===== config.mk =====
export PLATFORM = sky130hd
export DESIGN_NAME = i2c_slave_data_out
export DESIGN_NICKNAME = d
export VERILOG_FILES = /design/src/rtl/i2c_slave_data_out.sv
export SDC_FILE = /design/constraint.sdc
export NUM_CORES = 1
export LEC_CHECK = 0
export CAP_MARGIN = 20
export CORE_UTILIZATION = 50
export CTS_CLUSTER_DIAMETER = 30
export DETAILED_ROUTE_END_ITERATION = 10
export PLACE_DENSITY = 0.79
export SLEW_MARGIN = 20
export SYNTH_ARGS = -nofsm -noshare
export SYNTH_HDL_FRONTEND = slang
export SYNTH_SLANG_ARGS = --single-unit

===== constraint.sdc =====
create_clock -name FPGA_clk -period 2.7 [get_ports FPGA_clk]
set_clock_uncertainty 0.1 [all_clocks]
set_input_delay 0.54 -clock FPGA_clk [delete_from_list [all_inputs] [get_ports FPGA_clk]]
set_output_delay 0.54 -clock FPGA_clk [all_outputs]
set_load 0.03 [all_outputs]

===== src/rtl/i2c_slave_data_out.sv =====
// -----------------------------------------------------------------------------
// i2c_slave_data_out
//
// I2C slave transmit engine for read transactions. Once the slave controller
// has ACKed a read address (SCL low after the address-ACK falling edge) it
// pulses `enable`. The block then latches up to NUM_BYTES bytes, shifts them
// onto SDA MSB-first through an open-drain pull-down request, and samples
// the master's ACK/NACK after every byte. A master NACK, or the last byte
// being acknowledged, ends the transfer with a one-cycle `done`. A START or
// STOP seen mid-transfer ends it with a one-cycle `abort`.
//
// SCL/SDA arrive already synchronised to FPGA_clk, together with their
// previous-cycle samples, so all edge and bus-condition detection happens here.
//
// Ports
//   FPGA_clk    in   system clock
//   rst_n       in   asynchronous active-low reset
//   SCL         in   current synchronised SCL sample
//   SCL_prev    in   SCL sample from the previous FPGA_clk
//   SDA         in   current synchronised SDA sample
//   SDA_prev    in   SDA sample from the previous FPGA_clk
//   enable      in   start pulse; honoured only while idle
//   tx_data     in   NUM_BYTES bytes, element 0 sent first; latched on start
//   SDA_down    out  1 = pull SDA low, 0 = release
//   busy        out  high in every state except idle
//   done        out  one-cycle pulse at the normal end of a transfer
//   nack        out  master NACKed the last byte; held until the next start
//   abort       out  one-cycle pulse on START/STOP mid-transfer
//   bytes_sent  out  bytes completed (ACKed or NACKed) in this transfer
// -----------------------------------------------------------------------------
module i2c_slave_data_out #(
    parameter int NUM_BYTES = 6
) (
    input  logic                          FPGA_clk,
    input  logic                          rst_n,
    input  logic                          SCL,
    input  logic                          SCL_prev,
    input  logic                          SDA,
    input  logic                          SDA_prev,
    input  logic                          enable,
    input  logic [NUM_BYTES-1:0][7:0]     tx_data,
    output logic                          SDA_down,
    output logic                          busy,
    output logic                          done,
    output logic                          nack,
    output logic                          abort,
    output logic [$clog2(NUM_BYTES):0]    bytes_sent
);

    localparam int IDX_W = (NUM_BYTES > 1) ? $clog2(NUM_BYTES) : 1;
    localparam int CNT_W = $clog2(NUM_BYTES) + 1;
    localparam logic [IDX_W-1:0] LAST_IDX = IDX_W'(NUM_BYTES - 1);

    typedef enum logic [2:0] {
        ST_IDLE,
        ST_SEND,
        ST_ACK_WAIT,
        ST_ACK_END,
        ST_DONE
    } state_t;

    // ---------------------------------------------------------------------
    // Registers
    // ---------------------------------------------------------------------
    state_t                      r_state;
    logic [NUM_BYTES-1:0][7:0]   r_shadow;
    logic [2:0]                  r_bit_idx;
    logic [IDX_W-1:0]            r_byte_idx;
    logic [CNT_W-1:0]            r_bytes_sent;
    logic                        r_sda_down;
    logic                        r_busy;
    logic                        r_done;
    logic                        r_nack;
    logic                        r_abort;

    // ---------------------------------------------------------------------
    // Next-state values
    // ---------------------------------------------------------------------
    state_t                      w_state_nxt;
    logic [2:0]                  w_bit_idx_nxt;
    logic [IDX_W-1:0]            w_byte_idx_nxt;
    logic [CNT_W-1:0]            w_bytes_sent_nxt;
    logic                        w_sda_down_nxt;
    logic                        w_done_nxt;
    logic                        w_nack_nxt;
    logic                        w_abort_nxt;
    logic                        w_latch;

    // Bus event decode. bus_cond needs SCL high in both samples, so it can
    // never coincide with a falling edge.
    logic                        w_fall;
    logic                        w_rise;
    logic                        w_bus_cond;
    logic [IDX_W-1:0]            w_byte_inc;

    assign w_fall     = SCL_prev & ~SCL;
    assign w_rise     = ~SCL_prev & SCL;
    assign w_bus_cond = SCL & SCL_prev & (SDA != SDA_prev);
    assign w_byte_inc = r_byte_idx + IDX_W'(1);

    // ---------------------------------------------------------------------
    // Next-state / output logic
    // ---------------------------------------------------------------------
    always_comb begin
        // NOTE: every signal driven here gets a default first, so no path
        // leaves one unassigned and no latch is inferred.
        w_state_nxt      = r_state;
        w_bit_idx_nxt    = r_bit_idx;
        w_byte_idx_nxt   = r_byte_idx;
        w_bytes_sent_nxt = r_bytes_sent;
        w_sda_down_nxt   = r_sda_down;
        w_nack_nxt       = r_nack;
        w_done_nxt       = 1'b0;
        w_abort_nxt      = 1'b0;
        w_latch          = 1'b0;

        unique case (r_state)
            ST_IDLE: begin
                if (enable) begin
                    // SCL is already low here, so the MSB can go out at once.
                    w_latch          = 1'b1;
                    w_byte_idx_nxt   = '0;
                    w_bit_idx_nxt    = 3'd7;
                    w_bytes_sent_nxt = '0;
                    w_nack_nxt       = 1'b0;
                    w_sda_down_nxt   = ~tx_data[0][7];
                    w_state_nxt      = ST_SEND;
                end
            end

            ST_SEND: begin
                if (w_bus_cond) begin
                    w_sda_down_nxt = 1'b0;
                    w_abort_nxt    = 1'b1;
                    w_state_nxt    = ST_IDLE;
                end else if (w_fall) begin
                    if (r_bit_idx == 3'd0) begin
                        // Release SDA for the master's ACK/NACK slot.
                        w_sda_down_nxt = 1'b0;
                        w_state_nxt    = ST_ACK_WAIT;
                    end else begin
                        w_bit_idx_nxt  = r_bit_idx - 3'd1;
                        w_sda_down_nxt = ~r_shadow[r_byte_idx][r_bit_idx - 3'd1];
                    end
                end
            end

            ST_ACK_WAIT: begin
                if (w_bus_cond) begin
                    w_sda_down_nxt = 1'b0;
                    w_abort_nxt    = 1'b1;
                    w_state_nxt    = ST_IDLE;
                end else if (w_rise) begin
                    // Released bus reads high, so a high sample is a NACK.
                    w_nack_nxt       = SDA;
                    w_bytes_sent_nxt = r_bytes_sent + CNT_W'(1);
                    w_state_nxt      = ST_ACK_END;
                end
            end

            ST_ACK_END: begin
                if (w_bus_cond) begin
                    w_sda_down_nxt = 1'b0;
                    w_abort_nxt    = 1'b1;
                    w_state_nxt    = ST_IDLE;
                end else if (w_fall) begin
                    if (r_nack || (r_byte_idx == LAST_IDX)) begin
                        w_sda_down_nxt = 1'b0;
                        w_state_nxt    = ST_DONE;
                    end else begin
                        w_byte_idx_nxt = w_byte_inc;
                        w_bit_idx_nxt  = 3'd7;
                        w_sda_down_nxt = ~r_shadow[w_byte_inc][7];
                        w_state_nxt    = ST_SEND;
                    end
                end
            end

            ST_DONE: begin
                w_sda_down_nxt = 1'b0;
                w_done_nxt     = 1'b1;
                w_state_nxt    = ST_IDLE;
            end

            default: begin
                w_sda_down_nxt = 1'b0;
                w_state_nxt    = ST_IDLE;
            end
        endcase
    end

    // ---------------------------------------------------------------------
    // State and output registers
    // ---------------------------------------------------------------------
    // busy is registered from the next state so it falls on the same edge
    // that done/abort rise.
    always_ff @(posedge FPGA_clk or negedge rst_n) begin
        // NOTE: sequential state uses non-blocking assignments so every
        // register samples the pre-edge values, independent of block order.
        if (!rst_n) begin
            r_state      <= ST_IDLE;
            r_bit_idx    <= '0;
            r_byte_idx   <= '0;
            r_bytes_sent <= '0;
            r_sda_down   <= 1'b0;
            r_busy       <= 1'b0;
            r_done       <= 1'b0;
            r_nack       <= 1'b0;
            r_abort      <= 1'b0;
        end else begin
            r_state      <= w_state_nxt;
            r_bit_idx    <= w_bit_idx_nxt;
            r_byte_idx   <= w_byte_idx_nxt;
            r_bytes_sent <= w_bytes_sent_nxt;
            r_sda_down   <= w_sda_down_nxt;
            r_busy       <= (w_state_nxt != ST_IDLE);
            r_done       <= w_done_nxt;
            r_nack       <= w_nack_nxt;
            r_abort      <= w_abort_nxt;
        end
    end

    // NOTE: the shadow bytes carry no reset; they are only read after a
    // start has loaded them, so a reset would only add a load on rst_n.
    always_ff @(posedge FPGA_clk) begin
        if (w_latch) begin
            r_shadow <= tx_data;
        end
    end

    assign SDA_down   = r_sda_down;
    assign busy       = r_busy;
    assign done       = r_done;
    assign nack       = r_nack;
    assign abort      = r_abort;
    assign bytes_sent = r_bytes_sent;

endmodule

== After elaboration in Yosys (flattened, before gate mapping) ==
Index checks and enable logic that the tools add are counted.

* Memory bits (writable): 0
* Output and inout port bits: 9
* Logic and storage cells: 111
* Bits in latches: 0
* Memory bits (read-only): 0
* Input port bits: 55
* Memories kept: 0
* Register bits after elaboration: 66

* Shift operators: 0
* $mul: 0
* Mux-type cells: 51
* Add/subtract/negate cells: 3
* Magnitude comparators: 3
* Bitwise operators: 9
* Reductions and logical operators: 12
* Equal/unequal tests: 18
* Div/mod/pow operators: 0

{| class="wikitable"
|+ Operators with widths
! operator !! number
|-
| two-way mux 3 bit || 20
|-
| binary-select mux 8 bit (select 3 bit) || 2
|-
| != test 2 bit, second input constant || 10
|-
| two-way mux 1 bit || 17
|-
| two-way mux 8 bit || 2
|-
| less-than comparator 3 x 4 -> 1 bit, second input constant || 3
|-
| two-way mux 4 bit || 3
|-
| case mux 3 bit (4 select lines) || 1
|-
| case mux 3 bit (3 select lines) || 1
|-
| case mux 4 bit (2 select lines) || 1
|-
| AND reduction 4 bit || 2
|-
| AND reduction 8 bit || 1
|-
| == test 3 x 2 -> 1 bit, second input constant || 2
|-
| == test 3 bit, second input constant || 2
|-
| logical NOT 3 bit || 2
|-
| != test 3 bit, second input constant || 2
|-
| case mux 3 bit (2 select lines) || 1
|-
| nonzero test 3 bit || 2
|-
| NOT 1 bit || 5
|-
| AND reduction 5 bit || 1
|-
| adder 4 x 1 -> 4 bit, second input constant || 1
|-
| bitwise AND 1 bit || 4
|-
| case mux 1 bit (4 select lines) || 1
|-
| nonzero test 2 bit || 2
|-
| 8 further kinds || 8
|}

== Logic depth before layout (Yosys ltp) ==
Gate-level depths: netlist (run 1).

* Word-level depth: 9
* Mapped depth: 9
* Gate-level depth less buffers: 7

== Worst setup path before layout (run 1) ==
Ideal clock, no wire load.

* Kind: reg-to-reg
* Start point: register r_state[1]
* End point: register r_shadow[0] in the netlist's numbering (enable)
* Path slack: 0.352 ns
* Library setup time: 0.404 ns
* Stages on the path, launching flop included: 5
* Required time: 2.196 ns
* Data arrival time: 1.844 ns
* Path through: dfrtp_1 clkbuf_1 nor2b_1 nand2_1 inv_1

* Cells in the longest elaborated chain, start to end: 2

{| class="wikitable"
|+ Ends and longest elaborated chain
! item !! RTL line !! text
|-
| start: declaration || 65 || <nowiki>state_t r_state;</nowiki>
|-
| start signal: assignment || 211 || <nowiki>r_state <= w_state_nxt;</nowiki>
|-
| logical NOT 3 bit || 117 || <nowiki>unique case (r_state)</nowiki>
|-
| two-way mux 1 bit || 117 ||
|-
| net w_latch || 87 || <nowiki>logic w_latch;</nowiki>
|-
| end signal: assignment || 227 || <nowiki>r_shadow <= tx_data;</nowiki>
|-
| end: declaration || 66 || <nowiki>logic [NUM_BYTES-1:0][7:0] r_shadow;</nowiki>
|}

The timed path passes the listed nets, and every way through them passes these cells.
A chain may end at the register's enable or synchronous reset.

== Worst setup path after layout (run 1) ==
* Start point: register r_bit_idx[0]
* End point: register r_sda_down, in the netlist SDA_down

* Cells in the longest elaborated chain, start to end: 8

{| class="wikitable"
|+ Ends and longest elaborated chain
! item !! RTL line !! text
|-
| start: declaration || 67 || <nowiki>logic [2:0] r_bit_idx;</nowiki>
|-
| start signal: assignment || 212 || <nowiki>r_bit_idx <= w_bit_idx_nxt;</nowiki>
|-
| subtractor 3 x 1 -> 3 bit || 143 || <nowiki>w_sda_down_nxt = ~r_shadow[r_byte_idx][r_bit_idx - 3'd1];</nowiki>
|-
| binary-select mux 1 bit (select 3 bit) || 143 ||
|-
| two-way mux 1 bit (implied by the code) || 143 ||
|-
| NOT 1 bit || 143 ||
|-
| two-way mux 1 bit (*) || 137 || <nowiki>if (r_bit_idx == 3'd0) begin</nowiki>
|-
| two-way mux 1 bit (*) || 136 || <nowiki>end else if (w_fall) begin</nowiki>
|-
| two-way mux 1 bit (*) || 132 || <nowiki>if (w_bus_cond) begin</nowiki>
|-
| case mux 1 bit (4 select lines) (*) || 117 ||
|-
| end signal: assignment || 215 || <nowiki>r_sda_down <= w_sda_down_nxt;</nowiki>
|-
| end: declaration || 70 || <nowiki>logic r_sda_down;</nowiki>
|}

Every way passes the cells marked *; elsewhere a longest branch is shown, timed or not. The select of a mux whose other input is x is not followed.

==> summary.md, run 1 <==
| Metric | Value |
|---|---|
| Critical Path Stages | `8` |
| Top achievable clock speed | `439 MHz` |
| Sinks on Clock Net | `66` |
| Critical Path RT | `2860 ps` |
| Antenna Cells | `0` |
| Count of buffers inserted at the top-level ports | `63` |
| Critical path type | `reg -> reg` |
| Number of antenna violations at the first check in global routing | `0` |
| Worst path cell trace | `inv_1 -> ha_1 -> buf_4 -> mux4_2 -> a2bb2oi_1 -> a21boi_1 -> nand4_1 -> o211ai_1` |
| Core region area | `0.00568 mm²` |
| Critical path fanouts, max | `9` |
| Outcome | `complete, no violations` |
| HPWL reported at the end of detailed placement | `4370 µm` |
| P_leak | `1.50 nW` |
| Most used cells in the layout excluding fill and tap cells | `63 x sky130_fd_sc_hd__clkdlybuf4s50_1, 48 x sky130_fd_sc_hd__edfxtp_1, 18 x sky130_fd_sc_hd__dfrtp_1, 13 x sky130_fd_sc_hd__nand2_1, 11 x sky130_fd_sc_hd__nor2_1` |
| Horizontal die dimension | `79.8 µm` |
| Total setup buffers inserted after CTS | `0` |
| Mapped Nets | `278` |
| Area of the mapped netlist | `0.00303 mm²` |
| Clock-pin slew on the worst setup and hold paths | `70 ps` |
| Peak supply drop | `0.463 mV` |
| Number of synthesis warnings | `0` |
| Remaining global-route overflow | `0` |
| Count of maximum capacitance violations | `0` |
| Cell count of the worst hold path | `2` |
| Endpoint, Worst Hold | `bytes_sent[3]` |
| Post-synthesis compound-gate area fraction | `7.31%` |
| Endpoint type of the worst setup path | `flip-flop` |
| Fin crit period | `2280 ps` |
| Worst r2r dst | `SDA_down` |
| Cell at the slowest stage of the critical path | `sky130_fd_sc_hd__ha_1` |
| Most used DFF post-synth | `sky130_fd_sc_hd__edfxtp_1` |
| Count of endpoints failing hold in the final timing report | `0` |
| Share of async-settable or async-resettable flops after synthesis | `27.3%` |
| Mux cell area share after synthesis | `11.4%` |
| Combinational cell fraction of total power | `27.4%` |
| Resized cells post-CTS | `0` |
| Depth of the most critical reg-to-reg path | `8` |
| Detailed-route vias per instance | `5.59` |
| Area leader, netlist | `sky130_fd_sc_hd__edfxtp_1` |
| Final Non-Filler Cells | `365` |
| Number of filler instances in the final layout | `416` |
| Number of nets at the end of the flow | `348` |
| Final Worst Setup Slack | `424 ps` |
| Sum Neg Setup Slack | `0 ps` |
| Data arrival time of the critical path | `2430 ps` |
| Maximum number of pins on one net before global-route repair | `22` |
| Die footprint | `0.00637 mm²` |
| CTS tree | `built` |
| Sequential-to-total area share from yosys stat | `62.5%` |
| Final Max Slew Viols | `0` |
| Total I/O pin count | `64` |
| EDFF count, synth | `48` |
| Setup repair after global routing missed its margin | `no` |
| Vertical extent of the die | `79.8 µm` |
| Switching share of total power | `30.4%` |
| Normalized max-slew margin | `44.4%` |
| Post-synthesis area per instance | `13.9 µm²` |
| Share of power burned in registers | `45.2%` |
| Number of vias in the routed layout | `2041` |
| Net switching power | `930 µW` |
| Post-place instance area | `0.00378 mm²` |
| # setup viols final | `0` |
| Final estimated routing congestion in global placement | `0.855` |
| Launching point of the worst reg2reg path | `r_bit_idx[0]` |
| Share of layout cells above drive strength 1 | `11.3%` |
| Area occupied by multi-input gates | `0.00105 mm²` |
| Number of H-tree levels | `3` |
| FF+latch area | `0.00189 mm²` |
| Post-Synth XOR/XNOR Area | `2.02%` |
| Total power divided by cell area | `768 mW/mm²` |
| Hold wc startpoint | `bytes_sent[3]` |
| Least-Margin Pin Slew | `831 ps` |
| Post-route DRC | `0` |
| Maximum cell stage delay along the critical path | `480 ps` |
| Clock Path Buffers | `2` |
| Syn-to-layout area delta | `31.3%` |
| Count of distinct cell types in the synthesized netlist | `47` |
| Synth top area cells | `sky130_fd_sc_hd__edfxtp_1 48%, sky130_fd_sc_hd__dfrtp_1 15%, sky130_fd_sc_hd__mux4_2 3.7%` |
| Number of placement rows | `27` |
| Number of nets with antenna violations after routing | `0` |
| Detailed router's first-iteration violation count | `175` |
| Effective utilization at floorplan | `53.4%` |
| Leading cell type in the layout, fill and taps excluded | `sky130_fd_sc_hd__clkdlybuf4s50_1` |
| Clk_lat worst skew | `340 ps` |
| Fraction of the mapped netlist area in simple logic gates | `11.8%` |
| Final WL | `6090 µm` |
| Crit start category | `flip-flop` |
| First-pass GRT wire length | `10200 µm` |
| Post-CTS Hold Fix Bufs | `0` |
| Mapped Cells | `218` |
| Portion of synthesized cell area occupied by the leading cell type | `47.6%` |
| Overall routing resource usage | `21.8%` |
| Clk pwr share | `27.4%` |
| Clock tree root driver cell | `sky130_fd_sc_hd__clkbuf_8` |
| Post-placement worst setup slack | `230 ps` |
| Number of instances in the placed design | `349` |
| Post-synthesis sequential element count | `66` |
| Class of the tightest hold or removal check | `reg -> reg` |
| Vias in the first global route | `2171` |
| DR pass1 iterations | `7` |
| Overall Power | `3.06 mW` |
| Int Power | `2.13 mW` |
| Kind of cell adding the most delay to the critical path | `adder cells` |
| Post-route cell area | `0.00398 mm²` |
| Routed length per placed instance | `16.7 µm` |
| Cts bufs inserted | `9` |
| Dominant combinational cell family by area after synthesis | `simple AND/OR/NAND/NOR gates` |
| Adder-cell share of the synthesized area | `2.07%` |
| Portion of the clock cycle consumed by the worst path in the final layout | `84.3%` |
| R2R setup slack | `420 ps` |
| Buffers plus inverters on the worst setup path | `2` |
## synthesized netlist by cell type (2+ instances only)
master,n
sky130_fd_sc_hd__edfxtp_1,48
sky130_fd_sc_hd__dfrtp_1,18
sky130_fd_sc_hd__nand2_1,13
sky130_fd_sc_hd__nor2_1,11
sky130_fd_sc_hd__mux2i_1,9
sky130_fd_sc_hd__nand3_1,9
sky130_fd_sc_hd__inv_1,8
sky130_fd_sc_hd__clkbuf_1,7
sky130_fd_sc_hd__a21oi_1,6
sky130_fd_sc_hd__nor2b_1,6
sky130_fd_sc_hd__ha_1,5
sky130_fd_sc_hd__mux4_2,5
sky130_fd_sc_hd__nor3_1,5
sky130_fd_sc_hd__xor2_1,5
sky130_fd_sc_hd__buf_2,4
sky130_fd_sc_hd__mux4_1,4
sky130_fd_sc_hd__nand2b_1,4
sky130_fd_sc_hd__nand4_1,4
sky130_fd_sc_hd__or3_1,4
sky130_fd_sc_hd__a211o_1,3
sky130_fd_sc_hd__a211oi_1,3
sky130_fd_sc_hd__and3_1,3
sky130_fd_sc_hd__o211ai_1,3
sky130_fd_sc_hd__a21o_1,2
sky130_fd_sc_hd__a22o_1,2
sky130_fd_sc_hd__a31oi_1,2
sky130_fd_sc_hd__nor4_1,2
sky130_fd_sc_hd__o21ai_0,2
sky130_fd_sc_hd__o22ai_1,2
sky130_fd_sc_hd__xnor2_1,2
## final cells by class
type                            count  area share, %
Clock buffer                        9           3.12
Tap cell                           72           2.27
Clock inverter                      7           1.92
Inverter                            8          0.755
Multi-Input combinational cell    132           26.4
Sequential cell                    66           47.6
Timing Repair Buffer               71           18.0
## power by group through the flow
stage	Clock, mW	Sequential [mW]	Combinational, mW
floorplan	0	1.39	0.521
global placement	0	1.39	0.818
detailed placement	0	1.40	0.832
CTS	0.847	1.38	0.841
global route	0.897	1.40	0.906
finish	0.837	1.38	0.837
## logic make-up (layout without fill, tap and decap cells)
family	after synthesis	count (layout)
AND/OR/NAND/NOR	67	67
AO/OA/AOI/OAI	32	32
multiplexers	21	21
buffers and inverters	20	95
flip-flops	66	66
XOR/XNOR	7	7
adder cells (fa/ha/maj)	5	5
## worst reg2reg max path, delay by kind of cell, from the launching register on
family                     cells  cell delay, ps
muxes                          1             330
AOI/OAI and AO/OA              3             480
adders and majority gates      1             480
DFF                            1             350
and+or+nand+nor                1             120
buffers and inverters          2             340
## metrics by stage
step / util [%] / hold WS (ps)
2_1_floorplan: - / 144
3_3_place_gp: 66.5 / 427
3_5_place_dp: 66.5 / 436
4_1_cts: 70.1 / 455
5_1_grt: 70.1 / 469
6_report: 70.1 / 447
## per-layer routing
layer	share of wire [%]	global-route usage (%)	wire length [µm]	vias to the layer above
li1	-	-	-	973
met1	43	27.7	2620	974
met2	49	36.2	3010	78
met3	5.7	5.71	345	16
met4	1.8	7.50	108	0
met5	0	0	0	-
## how the worst max path moves through the flow
stage	end	from	slack (ps)
3_5_place_dp	r_byte_idx[2]	SCL_prev	230
4_1_cts	SDA_down	r_bit_idx[0]	450
3_3_place_gp	r_byte_idx[2]	SCL_prev	280
6_report	SDA_down	r_bit_idx[0]	420
5_1_grt	SDA_down	r_bit_idx[0]	300
2_1_floorplan	r_shadow[0]	r_state[1]	350
## state kept, by name, indices dropped and copies added (netlist names)
signal      count
done            1
r_bit_idx       3
busy            1
nack            1
SDA_down        1
r_shadow       48
bytes_sent      4
abort           1
r_state         3
r_byte_idx      3
No activity file was read; power rests on OpenSTA's default activity.
==> run 2, diff against run 1 <==
==> constraint.sdc (replaced) <==
create_clock -name FPGA_clk -period 2.21 [get_ports FPGA_clk]
set_clock_uncertainty 0.1 [all_clocks]
set_input_delay 0.442 -clock FPGA_clk [delete_from_list [all_inputs] [get_ports FPGA_clk]]
set_output_delay 0.442 -clock FPGA_clk [all_outputs]
set_load 0.03 [all_outputs]
==> summary.md, run 2 (same netlist as run 1, synthesis figures left out) <==
| Metric | Value |
|---|---|
| Outcome | `complete, no violations` |
| CTS tree | `built` |
| Share of layout cells above drive strength 1 | `13.9% (+2.6 points)` |
| Number of placement rows | `27 (unchanged)` |
| Worst path cell trace | `inv_1 -> ha_1 -> buf_12 -> mux4_2 -> a2bb2oi_1 -> a21boi_1 -> nand4_1 -> o211ai_1` |
| Final estimated routing congestion in global placement | `0.841 (-1.7%)` |
| Effective utilization at floorplan | `53.4% (unchanged)` |
| Sinks on Clock Net | `66 (unchanged)` |
| Overall routing resource usage | `21.3% (-0.46 points)` |
| Least-Margin Pin Slew | `396 ps (-435 ps)` |
| Area occupied by multi-input gates | `0.00105 mm² (+0.12%)` |
| Post-CTS Hold Fix Bufs | `0 (unchanged)` |
| Antenna Cells | `0 (unchanged)` |
| Detailed router's first-iteration violation count | `158 (-9.7%)` |
| Final WL | `6130 µm (+0.69%)` |
| Fin crit period | `2100 ps (-173 ps)` |
| Core occupancy in the finished layout | `71.0% (+0.95 points)` |
| Clock-pin slew on the worst setup and hold paths | `70 ps (about the same)` |
| Vias in the first global route | `2118 (-2.4%)` |
| FF+latch area | `0.00189 mm² (about the same)` |
| Top achievable clock speed | `475 MHz (+8.2%)` |
| P_leak | `1.52 nW (+1.6%)` |
| Maximum number of pins on one net before global-route repair | `26 (+18%)` |
| Critical path fanouts, max | `13 (+4)` |
| Number of filler instances in the final layout | `413 (-0.72%)` |
| HPWL reported at the end of detailed placement | `4530 µm (+3.6%)` |
| # setup viols final | `0 (unchanged)` |
| Core region area | `0.00568 mm² (unchanged)` |
| Normalized max-slew margin | `73.6% (+29 points)` |
| Clk_lat worst skew | `340 ps (about the same)` |
| Number of antenna violations at the first check in global routing | `0 (unchanged)` |
| Class of the tightest hold or removal check | `in -> async` |
| Number of nets with antenna violations after routing | `0 (unchanged)` |
| Number of instances in the placed design | `359 (+2.9%)` |
| Leading cell type in the layout, fill and taps excluded | `sky130_fd_sc_hd__clkdlybuf4s50_1` |
| Routed length per placed instance | `16.4 µm (-1.7%)` |
| Largest register FFs | `48 (unchanged)` |
| Peak supply drop | `0.519 mV (+12%)` |
| Final Non-Filler Cells | `374 (+2.5%)` |
| Number of vias in the routed layout | `2086 (+2.2%)` |
| Detailed-route vias per instance | `5.58 (-0.25%)` |
| First-pass GRT wire length | `9910 µm (-2.6%)` |
| Die footprint | `0.00637 mm² (unchanged)` |
| Syn-to-layout area delta | `33.1%` |
| Clock tree root driver cell | `sky130_fd_sc_hd__clkbuf_8` |
| Number of nets at the end of the flow | `358 (+2.9%)` |
| Clock Path Buffers | `2 (unchanged)` |
| Total power divided by cell area | `904 mW/mm² (+18%)` |
| Count of buffers inserted at the top-level ports | `63 (unchanged)` |
| Most used cells in the layout excluding fill and tap cells | `63 x sky130_fd_sc_hd__clkdlybuf4s50_1, 48 x sky130_fd_sc_hd__edfxtp_1, 17 x sky130_fd_sc_hd__dfrtp_1, 15 x sky130_fd_sc_hd__buf_4, 13 x sky130_fd_sc_hd__nand2_1` |
| Crit start category | `flip-flop` |
| DR pass1 iterations | `4 (-3)` |
| Sum Neg Setup Slack | `0 ps (unchanged)` |
| Critical path type | `reg -> reg` |
| Final Max Slew Viols | `0 (unchanged)` |
| Critical Path RT | `2370 ps (-490 ps)` |
| Post-route DRC | `0 (unchanged)` |
| Data arrival time of the critical path | `2270 ps (-160 ps)` |
| Setup repair after global routing missed its margin | `yes` |
| Endpoint type of the worst setup path | `flip-flop` |
| Horizontal die dimension | `79.8 µm (unchanged)` |
| Portion of the clock cycle consumed by the worst path in the final layout | `95.2% (+11 points)` |
| Maximum cell stage delay along the critical path | `430 ps (-50 ps)` |
| Count of maximum capacitance violations | `0 (unchanged)` |
| Remaining global-route overflow | `0 (unchanged)` |
| Cts bufs inserted | `9 (unchanged)` |
| Number of H-tree levels | `3 (unchanged)` |
| Total I/O pin count | `64 (unchanged)` |
| Biggest register | `r_shadow` |
| Overall Power | `3.64 mW (+19%)` |
| Count of endpoints failing hold in the final timing report | `0 (unchanged)` |
| Vertical extent of the die | `79.8 µm (unchanged)` |
| Cell at the slowest stage of the critical path | `sky130_fd_sc_hd__ha_1` |
==> run 2: routing by layer <==
metal | part of all wire [%] | vias up | global-route usage [%]
met2 | 48 | 76 | 33.5
met4 | 2.7 | 0 | 12.1
met3 | 4.6 | 17 | 4.46
met5 | 0 | - | 0
li1 | - | 990 | -
met1 | 44 | 1003 | 27.5
==> run 2: worst paths after layout <==
kind / start / end / slack [ps] / cells after the start
max: r_bit_idx[0] / SDA_down / 110 / 8
min: rst_n / r_bit_idx[1] / 330 / 2
min reg2reg: bytes_sent[3] / bytes_sent[3] / 460 / 2
max in group asynchronous: rst_n / r_byte_idx[1] / 1450 / 2
min in group FPGA_clk: bytes_sent[3] / bytes_sent[3] / 460 / 2
max reg2reg: r_bit_idx[0] / SDA_down / 110 / 8
==> run 2: what timing repair did <==
action | CTS | global route
resized for setup | 0 | 2
setup endpoints to repair | 0 | 3
buffers inserted | 0 | 0
endpoints found under the hold margin | 0 | 0
==> run 2: cell type report <==
| class | count | share of cell area (%) |
|---|---|---|
| flip-flops and latches | 66 | 47.0 |
| multi-input cells | 132 | 26.0 |
| repair buffers | 81 | 19.9 |
| clock buffers | 10 | 3.17 |
| well taps | 72 | 2.24 |
| inverters | 8 | 0.838 |
| clock inverters | 5 | 0.807 |
==> run 2: per-stage QoR <==
stage                     area, µm²  hold slack (ps)  setup WS, ps
after floorplan                3030             46.4           133
after global placement         3870              424          5.79
after detailed placement       3870              456         -31.8
after CTS                      4030              336          87.0
after global routing           4030              349         -29.5
final                          4030              334           106
==> run 2: report_power, final <==
part           switching (mW)  internal (mW)  total [mW]
Sequential             0.0858           1.57        1.65
Clock                   0.454          0.396       0.850
Combinational           0.579          0.560        1.14
Total                    1.12           2.52        3.64
==> run 2: critical path: cells and delay by family (launching register included) <==
| kind | cells | cell delay (ps) |
|---|---|---|
| AO/OA/AOI/OAI | 3 | 460 |
| adder cells (fa/ha/maj) | 1 | 430 |
| flip-flops | 1 | 350 |
| multiplexers | 1 | 320 |
| buffers and inverters | 2 | 270 |
| AND/OR/NAND/NOR | 1 | 100 |
==> run 3, diff against run 2 <==
--- a/config.mk
+++ b/config.mk
@@ -6,6 +6,7 @@
 export NUM_CORES = 1
 export LEC_CHECK = 0
 export CAP_MARGIN = 20
+export CORE_MARGIN = 8
 export CORE_UTILIZATION = 50
 export CTS_CLUSTER_DIAMETER = 30
 export DETAILED_ROUTE_END_ITERATION = 10
==> summary.md, run 3 (same netlist as run 1, synthesis figures left out) <==
| Metric | Value |
|---|---|
| Outcome | `complete, no violations` |
| CTS tree | `built` |
| Cts bufs inserted | `9 (unchanged)` |
| Final estimated routing congestion in global placement | `0.863 (+2.6%)` |
| Clock tree root driver cell | `sky130_fd_sc_hd__clkbuf_8` |
| Worst r2r dst | `SDA_down` |
| Fin crit period | `2090 ps (-11.9 ps)` |
| Post-route DRC | `0 (unchanged)` |
| Post-place instance area | `0.00387 mm² (about the same)` |
| Final hold slack | `315 ps (-18.9 ps)` |
| Most used cells in the layout excluding fill and tap cells | `63 x sky130_fd_sc_hd__clkdlybuf4s50_1, 48 x sky130_fd_sc_hd__edfxtp_1, 19 x sky130_fd_sc_hd__buf_4, 17 x sky130_fd_sc_hd__dfrtp_1, 13 x sky130_fd_sc_hd__nand2_1` |
| Final Worst Setup Slack | `118 ps (+11.9 ps)` |
| Number of nets with antenna violations after routing | `0 (unchanged)` |
| Routed length per placed instance | `17.3 µm (+5.8%)` |
| Final Max Slew Viols | `0 (unchanged)` |
| R2R setup slack | `120 ps (about the same)` |
| Data arrival time of the critical path | `2260 ps (about the same)` |
| Switching share of total power | `30.3% (-0.39 points)` |
| Number of filler instances in the final layout | `445 (+7.7%)` |
| Count of buffers inserted at the top-level ports | `63 (unchanged)` |
| Crit start category | `flip-flop` |
| Buffers plus inverters on the worst setup path | `2 (unchanged)` |
| Sinks on Clock Net | `66 (unchanged)` |
| Antenna Cells | `0 (unchanged)` |
| Detailed-route vias per instance | `5.38 (-3.5%)` |
| Biggest register | `r_shadow` |
| Cell at the slowest stage of the critical path | `sky130_fd_sc_hd__ha_1` |
| Vias in the first global route | `2212 (+4.4%)` |
| Detailed router's first-iteration violation count | `105 (-34%)` |
| Endpoint type of the worst setup path | `flip-flop` |
| Top achievable clock speed | `478 MHz (+0.57%)` |
| Horizontal die dimension | `93.8 µm (+18%)` |
| Total power divided by cell area | `923 mW/mm² (+2.1%)` |
| Total I/O pin count | `64 (unchanged)` |
| Syn-to-layout area delta | `34.7%` |
| Core region area | `0.00589 mm² (+3.7%)` |
| First-pass GRT wire length | `11100 µm (+12%)` |
| Die footprint | `0.00880 mm² (+38%)` |
| Share of power burned in registers | `43.8% (-1.6 points)` |
| Portion of the clock cycle consumed by the worst path in the final layout | `94.7% (-0.54 points)` |
| Maximum cell stage delay along the critical path | `380 ps (-50 ps)` |
| Clk_lat worst skew | `350 ps (about the same)` |
| Least-Margin Pin Slew | `421 ps (+25.2 ps)` |
| Net switching power | `1.14 mW (+2.0%)` |
| Vertical extent of the die | `93.8 µm (+18%)` |
| Clock Path Buffers | `2 (unchanged)` |
| Post-placement worst setup slack | `11.2 ps (+43.0 ps)` |
| HPWL reported at the end of detailed placement | `4910 µm (+8.4%)` |
| Number of antenna violations at the first check in global routing | `0 (unchanged)` |
| Setup repair after global routing missed its margin | `no` |
| Kind of cell adding the most delay to the critical path | `compound AO/OA/AOI/OAI gates` |
| P_leak | `1.55 nW (+1.6%)` |
| Peak supply drop | `0.596 mV (+15%)` |
| Remaining global-route overflow | `0 (unchanged)` |
| Class of the tightest hold or removal check | `in -> async` |
| Clock-pin slew on the worst setup and hold paths | `80 ps (about the same)` |
| Clk pwr share | `26.3% (+3.0 points)` |
| Sum Neg Setup Slack | `0 ps (unchanged)` |
| # setup viols final | `0 (unchanged)` |
| Count of maximum capacitance violations | `0 (unchanged)` |
| Effective utilization at floorplan | `51.4% (-1.9 points)` |
| Share of layout cells above drive strength 1 | `16.0% (+2.1 points)` |
| Largest register FFs | `48 (unchanged)` |
| Number of placement rows | `28 (+3.7%)` |
| Critical path fanouts, max | `13 (unchanged)` |
| Count of endpoints failing hold in the final timing report | `0 (unchanged)` |
| Maximum number of pins on one net before global-route repair | `35 (+35%)` |
| Depth of the most critical reg-to-reg path | `8 (unchanged)` |
| Final WL | `6600 µm (+7.8%)` |
| Core occupancy in the finished layout | `69.3% (-1.7 points)` |
| Worst path cell trace | `inv_1 -> ha_1 -> buf_6 -> mux4_2 -> a2bb2oi_1 -> a21boi_1 -> nand4_1 -> o211ai_1` |
| Critical Path RT | `2370 ps (about the same)` |
| Leading cell type in the layout, fill and taps excluded | `sky130_fd_sc_hd__clkdlybuf4s50_1` |
| Int Power | `2.62 mW (+3.9%)` |
| Number of nets at the end of the flow | `361 (+0.84%)` |
| Post-route cell area | `0.00408 mm² (+1.2%)` |
| Number of vias in the routed layout | `2050 (-1.7%)` |
| Launching point of the worst reg2reg path | `r_bit_idx[0]` |
| Critical path type | `reg -> reg` |
| Post-CTS Hold Fix Bufs | `0 (unchanged)` |
| DR pass1 iterations | `5 (+1)` |
| Overall routing resource usage | `16.6% (-4.8 points)` |
| Combinational cell fraction of total power | `30.0% (-1.3 points)` |
| Normalized max-slew margin | `71.8% (-1.8 points)` |
| Number of H-tree levels | `3 (unchanged)` |
-- run 3: how the worst max path moves through the flow --
stage	slack, ps	startpoint	end	cells after the start
floorplan	130	r_state[1]	r_shadow[0]	4
detailed placement	10	r_byte_idx[1]	r_byte_idx[2]	7
global route	10	r_bit_idx[1]	SDA_down	8
finish	120	r_bit_idx[0]	SDA_down	8
CTS	50	r_bit_idx[0]	SDA_down	8
global placement	20	r_byte_idx[1]	r_byte_idx[2]	7
-- run 3: stage by stage --
| stage | total power [mW] | cells |
|---|---|---|
| 6_report | 3.76 | 381 |
| 5_1_grt | 3.96 | 381 |
| 4_1_cts | 3.76 | 381 |
| 3_5_place_dp | 2.77 | 365 |
| 3_3_place_gp | 2.73 | 365 |
| 2_1_floorplan | 2.34 | 218 |
-- run 3: what timing repair did --
item | in CTS | in global routing
hold endpoints to repair | 0 | 0
setup endpoints to repair | 2 | 2
gates resized for setup | 2 | 3
buffers inserted | 0 | 0
pin swaps | 0 | 0
-- run 3: per-layer routing --
metal	part of all wire (%)	GRT usage, %	vias up
li1	-	-	999
met3	5.1	5.44	12
met5	0	0	-
met1	45	20.8	977
met4	2.6	8.59	0
met2	47	25.0	62
-- run 3: cell type report --
type	count	area, µm²	share of cell area (%)
inverter	8	33.8	0.828
multi-input combinational	132	1060	26.0
tap	75	93.8	2.30
clock buffer	9	124	3.04
timing repair buffer	84	805	19.7
clock inverter	7	70.1	1.72
sequential	66	1890	46.4
-- run 3: power groups by stage --
stage | clock [mW] | combinational [mW] | sequential [mW]
after floorplan | 0 | 0.641 | 1.70
after global placement | 0 | 1.08 | 1.66
after detailed placement | 0 | 1.10 | 1.67
after CTS | 1.01 | 1.11 | 1.65
after global routing | 1.07 | 1.23 | 1.67
final | 0.988 | 1.13 | 1.65
==> variant 1 (config.mk and constraints of run 3) <==
Take the reset off `r_bytes_sent` and load it in a clocked block of its own.
--- a/src/rtl/i2c_slave_data_out.sv
+++ b/src/rtl/i2c_slave_data_out.sv
@@ -201,7 +201,6 @@
             r_state      <= ST_IDLE;
             r_bit_idx    <= '0;
             r_byte_idx   <= '0;
-            r_bytes_sent <= '0;
             r_sda_down   <= 1'b0;
             r_busy       <= 1'b0;
             r_done       <= 1'b0;
@@ -211,7 +210,6 @@
             r_state      <= w_state_nxt;
             r_bit_idx    <= w_bit_idx_nxt;
             r_byte_idx   <= w_byte_idx_nxt;
-            r_bytes_sent <= w_bytes_sent_nxt;
             r_sda_down   <= w_sda_down_nxt;
             r_busy       <= (w_state_nxt != ST_IDLE);
             r_done       <= w_done_nxt;
@@ -220,6 +218,10 @@
         end
     end
 
+    always_ff @(posedge FPGA_clk) begin
+        r_bytes_sent <= w_bytes_sent_nxt;
+    end
+
     // NOTE: the shadow bytes carry no reset; they are only read after a
     // start has loaded them, so a reset would only add a load on rst_n.
     always_ff @(posedge FPGA_clk) begin
Behaviour: no difference found for any inputs over 10 cycles, from zero or initial values and one cycle with rst_n low; that may be too few to reach the edited logic, so the function may still have changed.
==> variant 1 against run 3 <==
- wire length decreased by 7.7%
- count of clock-buffer cells in the layout increased by 6
- clock power decreased by 3.4%
- final area decreased by 1.6%
- synthesized area decreased by 1.5%
- first-iteration DRC count decreased by 12%
- largest cell class unchanged
- largest power group unchanged
- combinational power increased by 5%
- power increased by 3.2%
- sequential cell count unchanged
- critical path depth decreased by 2
- critical path type is now input port to register
- setup slack got worse by 0.0026 ns
==> variant 1: results (changes against run 3) <==
Layout
The fraction of final layout cells with drive strength greater than 1 is 15.9% (was 16.0%). The number of clock buffer instances in the layout is 15 (was 9). The share of cell area taken by multi-input logic gates is 25.8% (was 26.0%). The number of non-clock buffers is 76 (was 84). The filler-free cell count of the finished design was 351 (was 381). The portion of the layout cell area used by clock cells is 4.87% (was 4.76%). The non-clock buffering overhead in the final layout was 18.8% (was 19.7%). The layout sequential cell count came to 66 (unchanged). The fraction of area in registers was 47.7% (was 46.4%). The multi-input combinational gate total is 113 (was 132).

STA
The worst slack on hold paths is 0.415 ns (was 0.315 ns). The headroom to the max-slew limit is 54.5% (was 71.8%).

Logic synthesis
Leading post-synthesis cells by instance count: sky130_fd_sc_hd__edfxtp_1 (52), sky130_fd_sc_hd__nor2_1 (15), sky130_fd_sc_hd__dfrtp_1 (14), sky130_fd_sc_hd__nand2_1 (12) (was sky130_fd_sc_hd__edfxtp_1 (48), sky130_fd_sc_hd__dfrtp_1 (18), sky130_fd_sc_hd__nand2_1 (13), sky130_fd_sc_hd__nor2_1 (11)). The part of the Yosys area used for sequential elements is 64.1% (was 62.5%). The unique cell type count in the Yosys netlist is 48 (was 47). The adder and majority gate portion of the synthesized area is 2.10% (was 2.07%).

The compound-gate portion of the synthesized area was 7.81% (was 7.31%). The xor/xnor cell area share of the yosys netlist came to 1.76% (was 2.02%). The mux share of post-synthesis cell area is 12.0% (was 11.4%). The mean post-synth cell area is 15.5 sq um (was 13.9 sq um). The fraction of synthesis flops using an asynchronous set or reset pin came to 21.2% (was 27.3%).

The number of enable flip-flop cells after synthesis is 52 (was 48).

GRT
The met2 track utilization from global routing is 23.3% (was 25.0%). The number of global-route vias before repair is 2139 (was 2212). The global-route usage over all layers is 14.8% (was 16.6%). The global-route wire length before repair is 9920 um (was 11100 um).

Setup path
The maximum fanout along the worst path came to 6 (was 13). The depth of the most critical reg-to-reg path is 6 (was 8). The timing startpoint of the critical path was SDA (was r_bit_idx[0]).

Place
The HPWL after detailed placement is 4520 um (was 4910 um). The number of placed instances, taps included is 334 (was 365). The cell area after placement was 3780 sq um (was 3870 sq um).

Outcome
Status: completed (unchanged).

Route
The wire length after detailed routing is 6090 um (was 6600 um). The detailed-route via count was 1971 (was 2050). The violation count after the first detailed-routing iteration is 92 (was 105). The number of iterations in the first detailed-routing pass is 4 (was 5).
## variant 1: cell types whose count changed after synthesis, sizes merged, moves of 4 or more
cell / delta
a21oi: -4
clkbuf: -7
dfrtp: -4
edfxtp: +4
mux2i: -5
mux4: +4
nand3: -8
nor2: +4
nor2b: -4
o21ai: +4
## variant 1: worst max-delay path, cell delays in order
cell and delay [ns]:
sky130_fd_sc_hd__clkdlybuf4s50_1 0.44, sky130_fd_sc_hd__xnor2_1 0.44, sky130_fd_sc_hd__a21boi_0 0.23, sky130_fd_sc_hd__o21ai_0 0.30
sky130_fd_sc_hd__a2bb2oi_1 0.14, sky130_fd_sc_hd__o32ai_2 0.25
## variant 1: power breakdown
part / switching, W / leakage, nW / total (W) / internal, W
Sequential: 0.000122 / 0.661 / 0.00173 / 0.00161
Clock: 0.000416 / 0.0951 / 0.000954 / 0.000538
Combinational: 0.000603 / 0.705 / 0.00119 / 0.000590
Total: 0.00114 / 1.46 / 0.00388 / 0.00274
==> variant 2 (settings of run 3) <==
Made on the original files. Change the parameter `NUM_BYTES` from 6 to 7.
--- a/src/rtl/i2c_slave_data_out.sv
+++ b/src/rtl/i2c_slave_data_out.sv
@@ -29,7 +29,7 @@
 //   bytes_sent  out  bytes completed (ACKed or NACKed) in this transfer
 // -----------------------------------------------------------------------------
 module i2c_slave_data_out #(
-    parameter int NUM_BYTES = 6
+    parameter int NUM_BYTES = 7
 ) (
     input  logic                          FPGA_clk,
     input  logic                          rst_n,
Ports: changed (resized tx_data); port bits go from 64 to 72. No check against the original RTL was run, so the function may have changed too.
==> variant 2 against run 3 <==
- the run now ends with setup timing left
- sequential share of layout area is 0.87 points higher
- sequential cell count rose by 8
- power grew 7.4%
- wire length is 12% higher
- synthesized area is 10% higher
- final area grew 11%
- count of clock-buffer cells in the layout stayed put
- non-clock buffer count increased by 12
- sequential power up 16%
- global-route usage shrank 0.83 points
- die area grew 8.2%
- final cell count grew 7.9%
- first-iteration DRC count increased by 120%
- setup slack lost 0.21 ns
==> variant 2: results (changes against run 3) <==
Layout
The number of flip-flops under the largest register name is 56 (was 48). The non-clock buffering overhead in the final layout is 20.6% (was 19.7%). The fraction of final layout cells with drive strength greater than 1 was 15.9% (was 16.0%). The synthesis-to-layout area growth was 35.5% (was 34.7%). The fraction of area in registers is 47.3% (was 46.4%). The filler-free cell count of the finished design is 411 (was 381). The area occupied by multi-input gates was 1120 sq um (was 1060 sq um). The filler cell count in the final layout is 429 (was 445). The portion of the layout cell area used by clock cells is 4.27% (was 4.76%). The number of non-clock buffers is 96 (was 84).

The number of logic inverters in the finished layout came to 12 (was 8). The multi-input combinational gate total came to 136 (was 132).

Power and ir drop
The net switching power figure is 0.00117 W (was 0.00114 W). The worst supply voltage drop on vdd is 0.879 mV (was 0.596 mV). The combinational power share is 27.7% (was 30.0%).

Setup path
The critical path arrival was 2.48 ns (was 2.26 ns). The maximum single-stage delay on the critical path was 0.53 ns (was 0.38 ns). The worst-path cell with the longest stage delay is sky130_fd_sc_hd__mux4_2 (was sky130_fd_sc_hd__ha_1). The cell family contributing the most delay on the critical path is multiplexers (was compound AO/OA/AOI/OAI gates).

Outcome
Status: finished with violations (was completed). The checks that failed: setup timing.

GRT
The number of global-route vias before repair is 2421 (was 2212). The global-route met1 utilization was 18.2% (was 20.8%). The met2 track utilization from global routing is 26.8% (was 25.0%). The largest net degree at the start of global routing is 59 (was 35).

STA
The minimum setup slack in the final design is -0.0926 ns (was 0.118 ns). The slew at the pin with the worst max-slew slack is 0.599 ns (was 0.421 ns). The count of endpoints failing setup in the final report came to 1 (was 0). The final total negative setup slack was -0.0926 ns (was 0 ns).

Place
The count of input and output buffers came to 71 (was 63). The routability-driven placement congestion ratio is 0.822 (was 0.863). The number of placed instances, taps included is 395 (was 365). The cell area after placement is 4310 sq um (was 3870 sq um).

Route
The wire length after detailed routing is 7380 um (was 6600 um). The post-route met1 wirelength was 2940 um (was 2990 um). The met3 routed wirelength was 481 um (was 340 um). The violation count after the first detailed-routing iteration came to 229 (was 105).

The total length of routed met2 wires is 3860 um (was 3100 um).

Logic synthesis
The flip-flop and latch count after synthesis came to 74 (was 66). The number of enable flip-flop cells after synthesis is 56 (was 48). Most area-consuming cells after synthesis: sky130_fd_sc_hd__edfxtp_1 (51%), sky130_fd_sc_hd__dfrtp_1 (14%), sky130_fd_sc_hd__mux2i_1 (4.2%) (was sky130_fd_sc_hd__edfxtp_1 (48%), sky130_fd_sc_hd__dfrtp_1 (15%), sky130_fd_sc_hd__mux4_2 (3.7%)). Leading post-synthesis cells by instance count: sky130_fd_sc_hd__edfxtp_1 (56), sky130_fd_sc_hd__dfrtp_1 (18), sky130_fd_sc_hd__nand2_1 (17), sky130_fd_sc_hd__mux2i_1 (14), sky130_fd_sc_hd__nor2_1 (12) (was sky130_fd_sc_hd__edfxtp_1 (48), sky130_fd_sc_hd__dfrtp_1 (18), sky130_fd_sc_hd__nand2_1 (13), sky130_fd_sc_hd__nor2_1 (11)).

The fraction of synthesis flops using an asynchronous set or reset pin is 24.3% (was 27.3%). The net count of the mapped netlist came to 303 (was 278). The synthesized instance count is 235 (was 218).
==> variant 2: cell types whose count changed in the layout (fill, tap and decap cells not counted), moves of 5 or more <==
cell,delta
sky130_fd_sc_hd__mux2i_1,+5
sky130_fd_sc_hd__clkdlybuf4s50_1,+8
sky130_fd_sc_hd__edfxtp_1,+8
sky130_fd_sc_hd__o221ai_1,+7
sky130_fd_sc_hd__nand3_1,-6
==> variant 2: worst reg2reg max path, stage by stage (launching register included) <==
cell	delay, ns
sky130_fd_sc_hd__dfrtp_2	0.49
sky130_fd_sc_hd__mux4_2	0.54
sky130_fd_sc_hd__mux4_2	0.49
sky130_fd_sc_hd__nor2_2	0.13
sky130_fd_sc_hd__a211oi_1	0.06
sky130_fd_sc_hd__o311ai_1	0.25
sky130_fd_sc_hd__and3b_1	0.20
==> variant 2: kinds of logic after synthesis <==
| kind of cell | share of synthesized area [%] |
|---|---|
| XOR/XNOR | 1.32 |
| adder cells (fa/ha/maj) | 1.88 |
| AND/OR/NAND/NOR | 9.47 |
| AO/OA/AOI/OAI | 8.94 |
| buffers and inverters | 3.27 |
| flip-flops | 64.0 |
| multiplexers | 11.1 |
==> variant 2: timing repair <==
item / 4_1_cts / 5_1_grt
endpoints found under the hold margin: 0 / 0
endpoints found under the setup margin: 2 / 6
resized for setup: 3 / 3
hold buffers: 0 / 0
==> variant 2: final timing paths <==
kind                            endpoint  slack [ns]          start
min in group FPGA_clk       r_bit_idx[2]        0.44   r_bit_idx[2]
max                             SDA_down       -0.09  r_byte_idx[1]
max in group asynchronous  r_byte_idx[1]        1.48          rst_n
max reg2reg                     SDA_down       -0.09  r_byte_idx[1]
min                        bytes_sent[3]        0.32          rst_n
min reg2reg                 r_bit_idx[2]        0.44   r_bit_idx[2]
